## src/rtl/ws281x_pkg.sv

```systemverilog
// Shared types and default timing constants for the WS281x waveform generator.
package ws281x_pkg;

  typedef enum logic [1:0] {
    IDLE  = 2'd0,
    HIGH  = 2'd1,
    LOW   = 2'd2,
    LATCH = 2'd3
  } wave_state_t;

  localparam int CNT_W     = 8;
  // Default code timings in 10 ns units (200 MHz clock, TICK_DIV = 2).
  localparam int T0H       = 1;
  localparam int T0S       = 128;
  localparam int T1H       = 254;
  localparam int T1S       = 255;
  localparam int RST_UNITS = 6000;

endpackage

```

## src/rtl/ws281x_wave_gen_if.sv

```systemverilog
// Bit/latch request channel between the frame controller and the waveform generator.
interface ws281x_wave_gen_if #(
  parameter int CNT_W = ws281x_pkg::CNT_W
);
  // Handshake: a request (bit_vld_i, or rst_req_i with bit_vld_i low) is taken on
  // any clock where bit_rdy_o is high; bit_vld_i wins when both are raised. Data and
  // timing counts are sampled only on that clock. rst_done_o pulses once per latch.
  logic             bit_vld_i;
  logic             bit_data_i;
  logic [CNT_W-1:0] t0h_cnt_i;
  logic [CNT_W-1:0] t0s_cnt_i;
  logic [CNT_W-1:0] t1h_cnt_i;
  logic [CNT_W-1:0] t1s_cnt_i;
  logic             rst_req_i;
  logic             bit_rdy_o;
  logic             rst_done_o;

  modport master (
    output bit_vld_i, bit_data_i, t0h_cnt_i, t0s_cnt_i, t1h_cnt_i, t1s_cnt_i, rst_req_i,
    input  bit_rdy_o, rst_done_o
  );

  modport slave (
    input  bit_vld_i, bit_data_i, t0h_cnt_i, t0s_cnt_i, t1h_cnt_i, t1s_cnt_i, rst_req_i,
    output bit_rdy_o, rst_done_o
  );

endinterface

```

## src/rtl/ws281x_tick_div.sv

```systemverilog
// Timing-unit prescaler: tick_o is high one clock in every DIV; clr_i restarts the phase.
module ws281x_tick_div #(
  parameter int DIV = 2
) (
  input  logic clk_i,
  input  logic rst_i,
  input  logic clr_i,
  output logic tick_o
);

  localparam int W = (DIV > 1) ? $clog2(DIV) : 1;

  logic [W-1:0] div_cnt;

  assign tick_o = (div_cnt == W'(DIV - 1));

  always_ff @(posedge clk_i) begin
    if (rst_i || clr_i || tick_o) begin
      div_cnt <= '0;
    end else begin
      div_cnt <= div_cnt + W'(1);
    end
  end

endmodule

```

## src/rtl/ws281x_wave_gen.sv

```systemverilog
// WS281x data-line waveform generator: timed high/low bit codes plus latch low period.
// Define WS281X_WAVE_INV_EN to invert bit_code_o for an inverting level shifter.
module ws281x_wave_gen #(
  parameter int TICK_DIV  = 2,
  parameter int CNT_W     = ws281x_pkg::CNT_W,
  parameter int RST_UNITS = ws281x_pkg::RST_UNITS,
  parameter int RST_W     = 16
) (
  input  logic                    clk_i,
  input  logic                    rst_i,
  ws281x_wave_gen_if.slave        bus,
  output logic                    bit_code_o,
  output ws281x_pkg::wave_state_t state_o
);

  import ws281x_pkg::*;

`ifdef WS281X_WAVE_INV_EN
  localparam logic IDLE_LVL = 1'b1;
`else
  localparam logic IDLE_LVL = 1'b0;
`endif

  wave_state_t      state_q, state_d;
  logic [CNT_W-1:0] unit_q, unit_d, th_q, th_d, ts_q, ts_d;
  logic [RST_W-1:0] rst_cnt_q, rst_cnt_d;
  logic             code_q, done_q, done_d;
  logic             tick, rdy, end_bit, bit_acc, lat_acc;
  logic [CNT_W-1:0] sel_th, sel_ts_raw, sel_ts;
  logic [CNT_W:0]   unit_inc;
  logic [RST_W:0]   rst_inc;

  ws281x_tick_div #(.DIV(TICK_DIV)) u_tick_div (
    .clk_i  (clk_i),
    .rst_i  (rst_i),
    .clr_i  (bit_acc || lat_acc),
    .tick_o (tick)
  );

  assign unit_inc   = {1'b0, unit_q} + (CNT_W + 1)'(1);
  assign rst_inc    = {1'b0, rst_cnt_q} + (RST_W + 1)'(1);
  assign sel_th     = bus.bit_data_i ? bus.t1h_cnt_i : bus.t0h_cnt_i;
  assign sel_ts_raw = bus.bit_data_i ? bus.t1s_cnt_i : bus.t0s_cnt_i;
  // A period shorter than its high time is stretched to cover the high phase.
  assign sel_ts     = (sel_ts_raw < sel_th) ? sel_th : sel_ts_raw;

  // Ready during the last clock of LOW so the next bit starts with no gap.
  assign end_bit = (state_q == LOW) && tick && (unit_inc >= {1'b0, ts_q});
  assign rdy     = (state_q == IDLE) || end_bit;
  assign bit_acc = bus.bit_vld_i && rdy;
  assign lat_acc = bus.rst_req_i && rdy && !bus.bit_vld_i;

  always_comb begin
    state_d   = state_q;
    unit_d    = unit_q;
    th_d      = th_q;
    ts_d      = ts_q;
    rst_cnt_d = rst_cnt_q;
    done_d    = 1'b0;
    case (state_q)
      HIGH: begin
        if (tick) begin
          unit_d = unit_inc[CNT_W-1:0];
          if (unit_inc == {1'b0, th_q}) begin
            state_d = (unit_inc >= {1'b0, ts_q}) ? IDLE : LOW;
          end
        end
      end
      LOW: begin
        if (tick) unit_d = unit_inc[CNT_W-1:0];
        if (end_bit) state_d = IDLE;
      end
      LATCH: begin
        if (tick) begin
          rst_cnt_d = rst_inc[RST_W-1:0];
          if (rst_inc >= (RST_W + 1)'(RST_UNITS)) begin
            state_d   = IDLE;
            rst_cnt_d = '0;
            done_d    = 1'b1;
          end
        end
      end
      default: ;
    endcase
    if (bit_acc) begin
      th_d    = sel_th;
      ts_d    = sel_ts;
      unit_d  = '0;
      state_d = (sel_th == '0) ? LOW : HIGH;
    end else if (lat_acc) begin
      rst_cnt_d = '0;
      state_d   = LATCH;
    end
  end

  always_ff @(posedge clk_i) begin
    if (rst_i) begin
      state_q   <= IDLE;
      unit_q    <= '0;
      th_q      <= '0;
      ts_q      <= '0;
      rst_cnt_q <= '0;
      code_q    <= IDLE_LVL;
      done_q    <= 1'b0;
    end else begin
      state_q   <= state_d;
      unit_q    <= unit_d;
      th_q      <= th_d;
      ts_q      <= ts_d;
      rst_cnt_q <= rst_cnt_d;
      code_q    <= (state_d == HIGH) ? ~IDLE_LVL : IDLE_LVL;
      done_q    <= done_d;
    end
  end

  assign bus.bit_rdy_o  = rdy;
  assign bus.rst_done_o = done_q;
  assign bit_code_o     = code_q;
  assign state_o        = state_q;

endmodule

```

## src/flat_wrapper.sv

```systemverilog
// flat-port wrapper written by rule: the top's interface ports become plain ports
module ws281x_wave_gen_flat import ws281x_pkg::*;
#(
  parameter int TICK_DIV  = 2,
  parameter int CNT_W     = ws281x_pkg::CNT_W,
  parameter int RST_UNITS = ws281x_pkg::RST_UNITS,
  parameter int RST_W     = 16
)
  (clk_i, rst_i, bit_code_o, state_o, bus_bit_vld_i, bus_bit_data_i, bus_t0h_cnt_i, bus_t0s_cnt_i, bus_t1h_cnt_i, bus_t1s_cnt_i, bus_rst_req_i, bus_bit_rdy_o, bus_rst_done_o);
  ws281x_wave_gen_if #(.CNT_W(CNT_W)) bus_i ();
  input  logic clk_i;
  input  logic rst_i;
  output logic bit_code_o;
  output ws281x_pkg::wave_state_t state_o;
  input wire logic [$bits(bus_i.bit_vld_i)-1:0] bus_bit_vld_i;
  input wire logic [$bits(bus_i.bit_data_i)-1:0] bus_bit_data_i;
  input wire logic [$bits(bus_i.t0h_cnt_i)-1:0] bus_t0h_cnt_i;
  input wire logic [$bits(bus_i.t0s_cnt_i)-1:0] bus_t0s_cnt_i;
  input wire logic [$bits(bus_i.t1h_cnt_i)-1:0] bus_t1h_cnt_i;
  input wire logic [$bits(bus_i.t1s_cnt_i)-1:0] bus_t1s_cnt_i;
  input wire logic [$bits(bus_i.rst_req_i)-1:0] bus_rst_req_i;
  output wire logic [$bits(bus_i.bit_rdy_o)-1:0] bus_bit_rdy_o;
  output wire logic [$bits(bus_i.rst_done_o)-1:0] bus_rst_done_o;
  assign bus_i.bit_vld_i = bus_bit_vld_i;
  assign bus_i.bit_data_i = bus_bit_data_i;
  assign bus_i.t0h_cnt_i = bus_t0h_cnt_i;
  assign bus_i.t0s_cnt_i = bus_t0s_cnt_i;
  assign bus_i.t1h_cnt_i = bus_t1h_cnt_i;
  assign bus_i.t1s_cnt_i = bus_t1s_cnt_i;
  assign bus_i.rst_req_i = bus_rst_req_i;
  assign bus_bit_rdy_o = bus_i.bit_rdy_o;
  assign bus_rst_done_o = bus_i.rst_done_o;
  ws281x_wave_gen #(.TICK_DIV(TICK_DIV), .CNT_W(CNT_W), .RST_UNITS(RST_UNITS), .RST_W(RST_W)) u_core (.clk_i(clk_i), .rst_i(rst_i), .bus(bus_i), .bit_code_o(bit_code_o), .state_o(state_o));
endmodule
```

## config.mk

```make
export PLATFORM = sky130hd
export DESIGN_NAME = ws281x_wave_gen_flat
export DESIGN_NICKNAME = d
export VERILOG_FILES = /design/src/rtl/ws281x_pkg.sv /design/src/rtl/ws281x_wave_gen_if.sv /design/src/rtl/ws281x_tick_div.sv /design/src/rtl/ws281x_wave_gen.sv /design/src/flat_wrapper.sv
export SDC_FILE = /design/constraint.sdc
export NUM_CORES = 1
export LEC_CHECK = 0
export CORE_ASPECT_RATIO = 1.1
export CORE_MARGIN = 5
export CORE_UTILIZATION = 60
export CTS_CLUSTER_DIAMETER = 150
export DETAILED_ROUTE_END_ITERATION = 8
export PLACE_DENSITY = 0.93
export SLEW_MARGIN = 0
export SYNTH_ARGS = -nofsm -noshare
export SYNTH_HDL_FRONTEND = slang
export SYNTH_SLANG_ARGS = --single-unit
```

## constraint.sdc

```tcl
create_clock -name clk_i -period 5.9 [get_ports clk_i]
set_clock_uncertainty 0.1 [all_clocks]
set_input_delay 1.475 -clock clk_i [delete_from_list [all_inputs] [get_ports clk_i]]
set_output_delay 1.475 -clock clk_i [all_outputs]
set_load 0.02 [all_outputs]
```

==> results of run 1 <==
## cell usage in the layout (no fill, tap or decap), drive strengths merged, types with 4 or more instances in the layout
cell,n
a211oi,9
a21oi,45
a31oi,6
and3,7
clkbuf,7
clkdlybuf4s50,41
dfxtp,45
ha,22
inv,14
mux2,8
mux2i,9
nand2,30
nand3,15
nand3b,4
nand4,8
nor2,42
nor2b,8
nor3,5
nor3b,4
o211ai,4
o21ai,25
xnor2,12
xor2,6
## metal layers
metal,share of wire (%),track usage (%)
met1,42,26.6
met2,48,37.0
met3,6.8,4.35
met4,3.1,9.83
met5,0,0
## state kept, by name (all words and copies together), names as in the netlist
register,cells
u_core.rst_cnt_q,16
u_core.unit_q,8
u_core.bit_code_o,1
u_core.th_q,8
u_core.state_o,2
u_core.ts_q,8
u_core.u_tick_div.tick_o,1
u_core.bus.rst_done_o,1
## power breakdown
part	switching (uW)	internal [uW]	leakage (uW)
clock	104	83.8	0.0000385
sequential	41.8	346	0.000366
combinational	209	172	0.000895
## logic make-up (layout without fill, tap and decap cells)
group,count (synthesis),count (layout)
flip-flops,45,45
multiplexers,17,17
adder cells (fa/ha/maj),22,22
XOR/XNOR,19,19
AO/OA/AOI/OAI,107,107
buffers and inverters,34,64
AND/OR/NAND/NOR,145,145
## worst max-delay path: cells and delay by family (launching register included)
kind / cells / cell delay (ns)
fa+ha+maj: 2 / 0.71
flops: 1 / 0.57
xor+xnor: 1 / 0.28
simple gates: 4 / 0.64
buf+inv: 1 / 0.55
compound gates: 2 / 0.33
## final timing paths
path | to | slack (ns) | depth (start not counted)
min | u_core.ts_q[7] | 0.36 | 2
max reg2reg | u_core.bit_code_o | 2.44 | 12
min reg2reg | u_core.ts_q[7] | 0.36 | 2
max | bus_bit_rdy_o | 0.94 | 10
## cell type report
cell class	instances	area, um^2	share of cell area [%]
Multi-Input combinational cell	310	2030	57.0
Clock inverter	1	7.51	0.211
Inverter	14	52.6	1.48
Tap cell	58	72.6	2.04
Timing Repair Buffer	42	418	11.8
Sequential cell	45	901	25.3
Clock buffer	7	76.3	2.15
## stage by stage
step	std cells	hold WS, ns	total power [uW]	utilization [%]	setup slack [ns]
final	477	0.363	957	71.6	0.945
after global routing	477	0.381	1020	71.6	0.761
after CTS	477	0.361	957	71.6	0.971
after detailed placement	469	0.349	771	69.9	1.25
after global placement	469	0.345	754	69.9	1.35
after floorplan	389	0.336	657	-	1.72
==> impl_metrics.json, run 1 <==
{
  "cp_cell_sequence": "ha_1, nand3_1, xnor2_1, ha_1, nand3_1, nor2_1, a21oi_1, a21boi_1, or2_2, clkdlybuf4s50_1",
  "drive_above_1_share_pct": 4.77,
  "synth_edf_count": 0,
  "report.final.hold_viol_count": 0,
  "cts.htree.levels": 2,
  "setup_viol": 0,
  "netlist_instances": 389,
  "finalMaxSlewViolations": 0,
  "synth_area_um2": 3060,
  "area_delta_synth_final_pct": 16.1,
  "avgSynthCellArea_um2": 7.87,
  "yosys-top-cells-area": "dfxtp_1 (29%), ha_1 (9.0%), a21oi_1 (7.4%)",
  "outcome": "completed",
  "post-route-drc-count": 0,
  "slowest_stage": "dfxtp_1",
  "cp_data_required_time_ns": 4.32,
  "cts_buffers": 5,
  "dr.pass1.iters": 5,
  "grt_overflow": 0,
  "ctsResizeCount": 0,
  "power.static_leakage_uw": 0.00130,
  "synth_xor_area_share_pct": 5.88,
  "path_class": "reg2out",
  "cap_violations": 0,
  "die_h_um": 84.9,
  "grt_max_degree": 24,
  "die_area_um2": 6640,
  "period_share_pct": 84.0,
  "synth_cell_type_count": 56,
  "arrival_ns": 3.38,
  "port_buffers": 41,
  "slew_headroom_pct": 43.2,
  "power_density_nw_per_um2": 269,
  "grt_pass1_wl_um": 12000,
  "yosysSeqAreaShare_pct": 29.4,
  "achievable-frequency_ghz": 0.202,
  "postRouteAntennaNets": 0,
  "rsz0062_at_grt": "false",
  "clk_pin_slew_worst_paths_ns": 0.08,
  "drt_iter0_markers": 267,
  "synth_flop_cell": "dfxtp_1",
  "viasPerCell": 6.27,
  "finalInstanceArea_um2": 3550,
  "num_rows": 27,
  "yosys.area_share.adder_pct": 8.99,
  "cts.sinks": 45,
  "cts_buffer_depth": 2,
  "synth_top_family_by_area": "simple AND/OR/NAND/NOR gates",
  "hpwl_um": 5490,
  "synth_top_area_share_pct": 29.4,
  "synth_simple_gate_area_share_pct": 24.5,
  "ctsHoldBuffers": 0,
  "slowest_delay_ns": 0.57,
  "place_congestion": 0.907,
  "async_flop_share_pct": 0,
  "dpl-instance-area_um2": 3470,
  "clock_latency_ns": 0.31,
  "synth_nets": 448,
  "antenna_found_initial": 0,
  "vias": 2990,
  "core_region_area_um2": 4970,
  "synth_largest_area_cell": "dfxtp_1",
  "wl_per_cell_um": 15.2,
  "clockRootBuffer": "clkbuf_8",
  "cts_tree": "yes",
  "synth_compound_area_share_pct": 20.9,
  "peakVddDrop_mv": 0.134,
  "tightest_slew_ns": 0.849,
  "grt_use_total_pct": 21.9,
  "rr_startpoint": "u_core.unit_q[0]",
  "grt_pass1_vias": 2739,
  "insertedDiodeCount": 0,
  "setup_tns_ns": 0,
  "period_needed_ns": 4.96,
  "worstPathMaxFanout": 8,
  "final_nets": 477,
  "crit_path_end_kind": "primary output",
  "synthTopCellsByCount": "a21oi_1 (45), dfxtp_1 (45), nor2_1 (42)",
  "start_kind": "flop",
  "synth_mux_area_share_pct": 5.88,
  "hold_start": "u_core.ts_q[7]",
  "yosys_warnings": 0,
  "post_cts_buffers": 0,
  "start_util_pct": 61.7,
  "hold_class": "reg2reg",
  "totalWireLength_um": 7270,
  "ys_ff_latch": 45,
  "fillCellCount": 388,
  "die_x_um": 78.1,
  "worstSetupStartpoint": "u_core.unit_q[0]",
  "io-pin-count": 42
}
No activity file was read; power rests on OpenSTA's default activity.
==> inputs of run 2 (changes only) <==
--- a/config.mk
+++ b/config.mk
@@ -7,10 +7,10 @@
 export LEC_CHECK = 0
 export CORE_ASPECT_RATIO = 1.1
 export CORE_MARGIN = 5
-export CORE_UTILIZATION = 60
+export CORE_UTILIZATION = 50
 export CTS_CLUSTER_DIAMETER = 150
 export DETAILED_ROUTE_END_ITERATION = 8
-export PLACE_DENSITY = 0.93
+export PLACE_DENSITY = 0.84
 export SLEW_MARGIN = 0
 export SYNTH_ARGS = -nofsm -noshare
 export SYNTH_HDL_FRONTEND = slang
==> constraint.sdc (replaced) <==
create_clock -name clk_i -period 4.4 [get_ports clk_i]
set_clock_uncertainty 0.1 [all_clocks]
set_input_delay 1.1 -clock clk_i [delete_from_list [all_inputs] [get_ports clk_i]]
set_output_delay 1.1 -clock clk_i [all_outputs]
set_load 0.02 [all_outputs]
==> impl_metrics.json, run 2 (synthesis results as in run 1) <==
{
  "arrival_ns": 2.85,
  "cap_violations": 0,
  "tightest_slew_ns": 0.844,
  "layout_commonest_cell": "a21oi_1",
  "setup_tns_ns": 0,
  "cts_tree": "yes",
  "area_delta_synth_final_pct": 19.8,
  "vias": 2951,
  "dpl-instance-area_um2": 3510,
  "crit_path_end_kind": "primary output",
  "top_register": "u_core.rst_cnt_q",
  "hold_class": "reg2reg",
  "reg2regPathDepth": 12,
  "port_buffers": 41,
  "cts_buffers": 5,
  "worstPathMaxFanout": 5,
  "achievable-frequency_ghz": 0.247,
  "finalInstanceArea_um2": 3670,
  "post-route-drc-count": 0,
  "antenna_found_initial": 0,
  "period_share_pct": 92.0,
  "internal_power_uw": 882,
  "peakVddDrop_mv": 0.253,
  "min_to": "u_core.ts_q[2]",
  "num_rows": 30,
  "core_region_area_um2": 6080,
  "die_area_um2": 7790,
  "pwr-share-comb_pct": 38.3,
  "grt_pass1_wl_um": 12000,
  "ctsHoldBuffers": 0,
  "cp_data_required_time_ns": 3.20,
  "slew_headroom_pct": 43.5,
  "grt_pass1_vias": 2743,
  "postRouteAntennaNets": 0,
  "start_util_pct": 50.4,
  "place_congestion": 0.900,
  "rsz0062_at_grt": "false",
  "hold_start": "u_core.ts_q[2]",
  "fillCellCount": 549,
  "clk_pin_slew_worst_paths_ns": 0.08,
  "die_h_um": 92.1,
  "wl_per_cell_um": 14.6,
  "cts.sinks": 45,
  "outcome": "completed",
  "fin_cells": 503,
  "drive_above_1_share_pct": 7.33,
  "place_inst": 493,
  "r2r_end": "u_core.bit_code_o",
  "start_kind": "flop",
  "path_class": "reg2out",
  "die_x_um": 84.6,
  "io-pin-count": 42,
  "r2r_setup_slack_ns": 1.16,
  "clkPwrFrac_pct": 23.6,
  "report.final.hold_viol_count": 0,
  "seqPwrFrac_pct": 38.1,
  "setup_viol": 0,
  "dr.pass1.iters": 4,
  "rr_startpoint": "u_core.unit_q[4]",
  "switching_power_uw": 484,
  "cts.htree.levels": 2,
  "largest_reg_flops": 16,
  "drt_iter0_markers": 171,
  "final_nets": 481,
  "insertedDiodeCount": 0,
  "grt_max_degree": 24,
  "power_density_nw_per_um2": 373,
  "grt_overflow": 0,
  "switching_share_pct": 35.4,
  "final_cell_mix": "a21oi_1 (45), nor2_1 (42), dfxtp_1 (42)",
  "totalWireLength_um": 7340,
  "hpwl_um": 5600,
  "grt_use_total_pct": 18.6,
  "period_needed_ns": 4.05,
  "whs_path_depth": 2,
  "finalMaxSlewViolations": 0,
  "viasPerCell": 5.87,
  "cts_buffer_depth": 2,
  "power.static_leakage_uw": 0.00135,
  "clockRootBuffer": "clkbuf_8",
  "clock_latency_ns": 0.30
}
==> run 2: worst max-delay path by stage <==
| stage | start | endpoint | slack [ns] | cells after the start |
|---|---|---|---|---|
| floorplan | bus_bit_data_i | u_core.ts_q[0] | 0.59 | 12 |
| global placement | u_core.unit_q[0] | bus_bit_rdy_o | 0.38 | 10 |
| detailed placement | u_core.unit_q[0] | bus_bit_rdy_o | 0.29 | 10 |
| CTS | u_core.unit_q[0] | bus_bit_rdy_o | 0.02 | 9 |
| global route | u_core.unit_q[4] | bus_bit_rdy_o | 0.21 | 10 |
| finish | u_core.unit_q[4] | bus_bit_rdy_o | 0.35 | 10 |
==> run 2: repair_timing <==
item	4_1_cts	5_1_grt
setup endpoints to repair	1	1
setup buffers	1	1
pin swaps	1	1
resized for setup	3	5
==> run 2: layout make-up <==
type	count	area, um^2	area share, %
multi-input combinational	310	2040	55.7
sequential	45	905	24.7
timing repair buffer	46	450	12.3
tap	80	100	2.73
clock buffer	7	86.3	2.35
inverter	14	52.6	1.43
clock inverter	1	30.0	0.819
==> run 2: power by group through the flow <==
stage	clock network [uW]	logic (uW)	registers, uW
floorplan	0	362	519
global placement	0	498	526
detailed placement	0	516	529
CTS	330	520	519
global route	347	578	529
finish	322	523	521
==> run 2: stage by stage <==
stage	setup slack [ns]	util [%]	hold slack, ns	power, uW
finish	0.353	60.3	0.359	1370
global route	0.206	60.3	0.377	1450
CTS	0.0178	59.9	0.361	1370
detailed placement	0.287	57.8	0.349	1050
global placement	0.379	57.8	0.346	1020
floorplan	0.590	-	0.336	881
==> run 2: metal layers <==
metal	track usage, %	up-vias	share of wire (%)	wire length, um
li1	-	1468	-	-
met1	22.4	1357	42	3110
met2	32.0	109	49	3590
met3	3.59	17	6.9	510
met4	7.78	0	1.8	129
met5	0	-	0	0
==> run 2: worst max-delay path: stages, from the launching register on <==
cell            delay [ns]
dfxtp_1               0.43
and4_2                0.30
nand4_1               0.20
xnor2_1               0.25
ha_1                  0.29
nand3_1               0.12
nor2_1                0.05
a21oi_1               0.25
a21boi_2              0.12
or2_2                 0.32
dlymetal6s2s_1        0.22
==> inputs of run 3 (changes only) <==
--- a/config.mk
+++ b/config.mk
@@ -5,13 +5,14 @@
 export SDC_FILE = /design/constraint.sdc
 export NUM_CORES = 1
 export LEC_CHECK = 0
+export ABC_CLOCK_PERIOD_IN_PS = 4400
 export CORE_ASPECT_RATIO = 1.1
 export CORE_MARGIN = 5
 export CORE_UTILIZATION = 50
 export CTS_CLUSTER_DIAMETER = 150
 export DETAILED_ROUTE_END_ITERATION = 8
 export PLACE_DENSITY = 0.84
-export SLEW_MARGIN = 0
+export SLEW_MARGIN = 20
 export SYNTH_ARGS = -nofsm -noshare
 export SYNTH_HDL_FRONTEND = slang
 export SYNTH_SLANG_ARGS = --single-unit
==> results of run 3 <==
No change in the layout: final DEF, timing and power equal those of run 2.
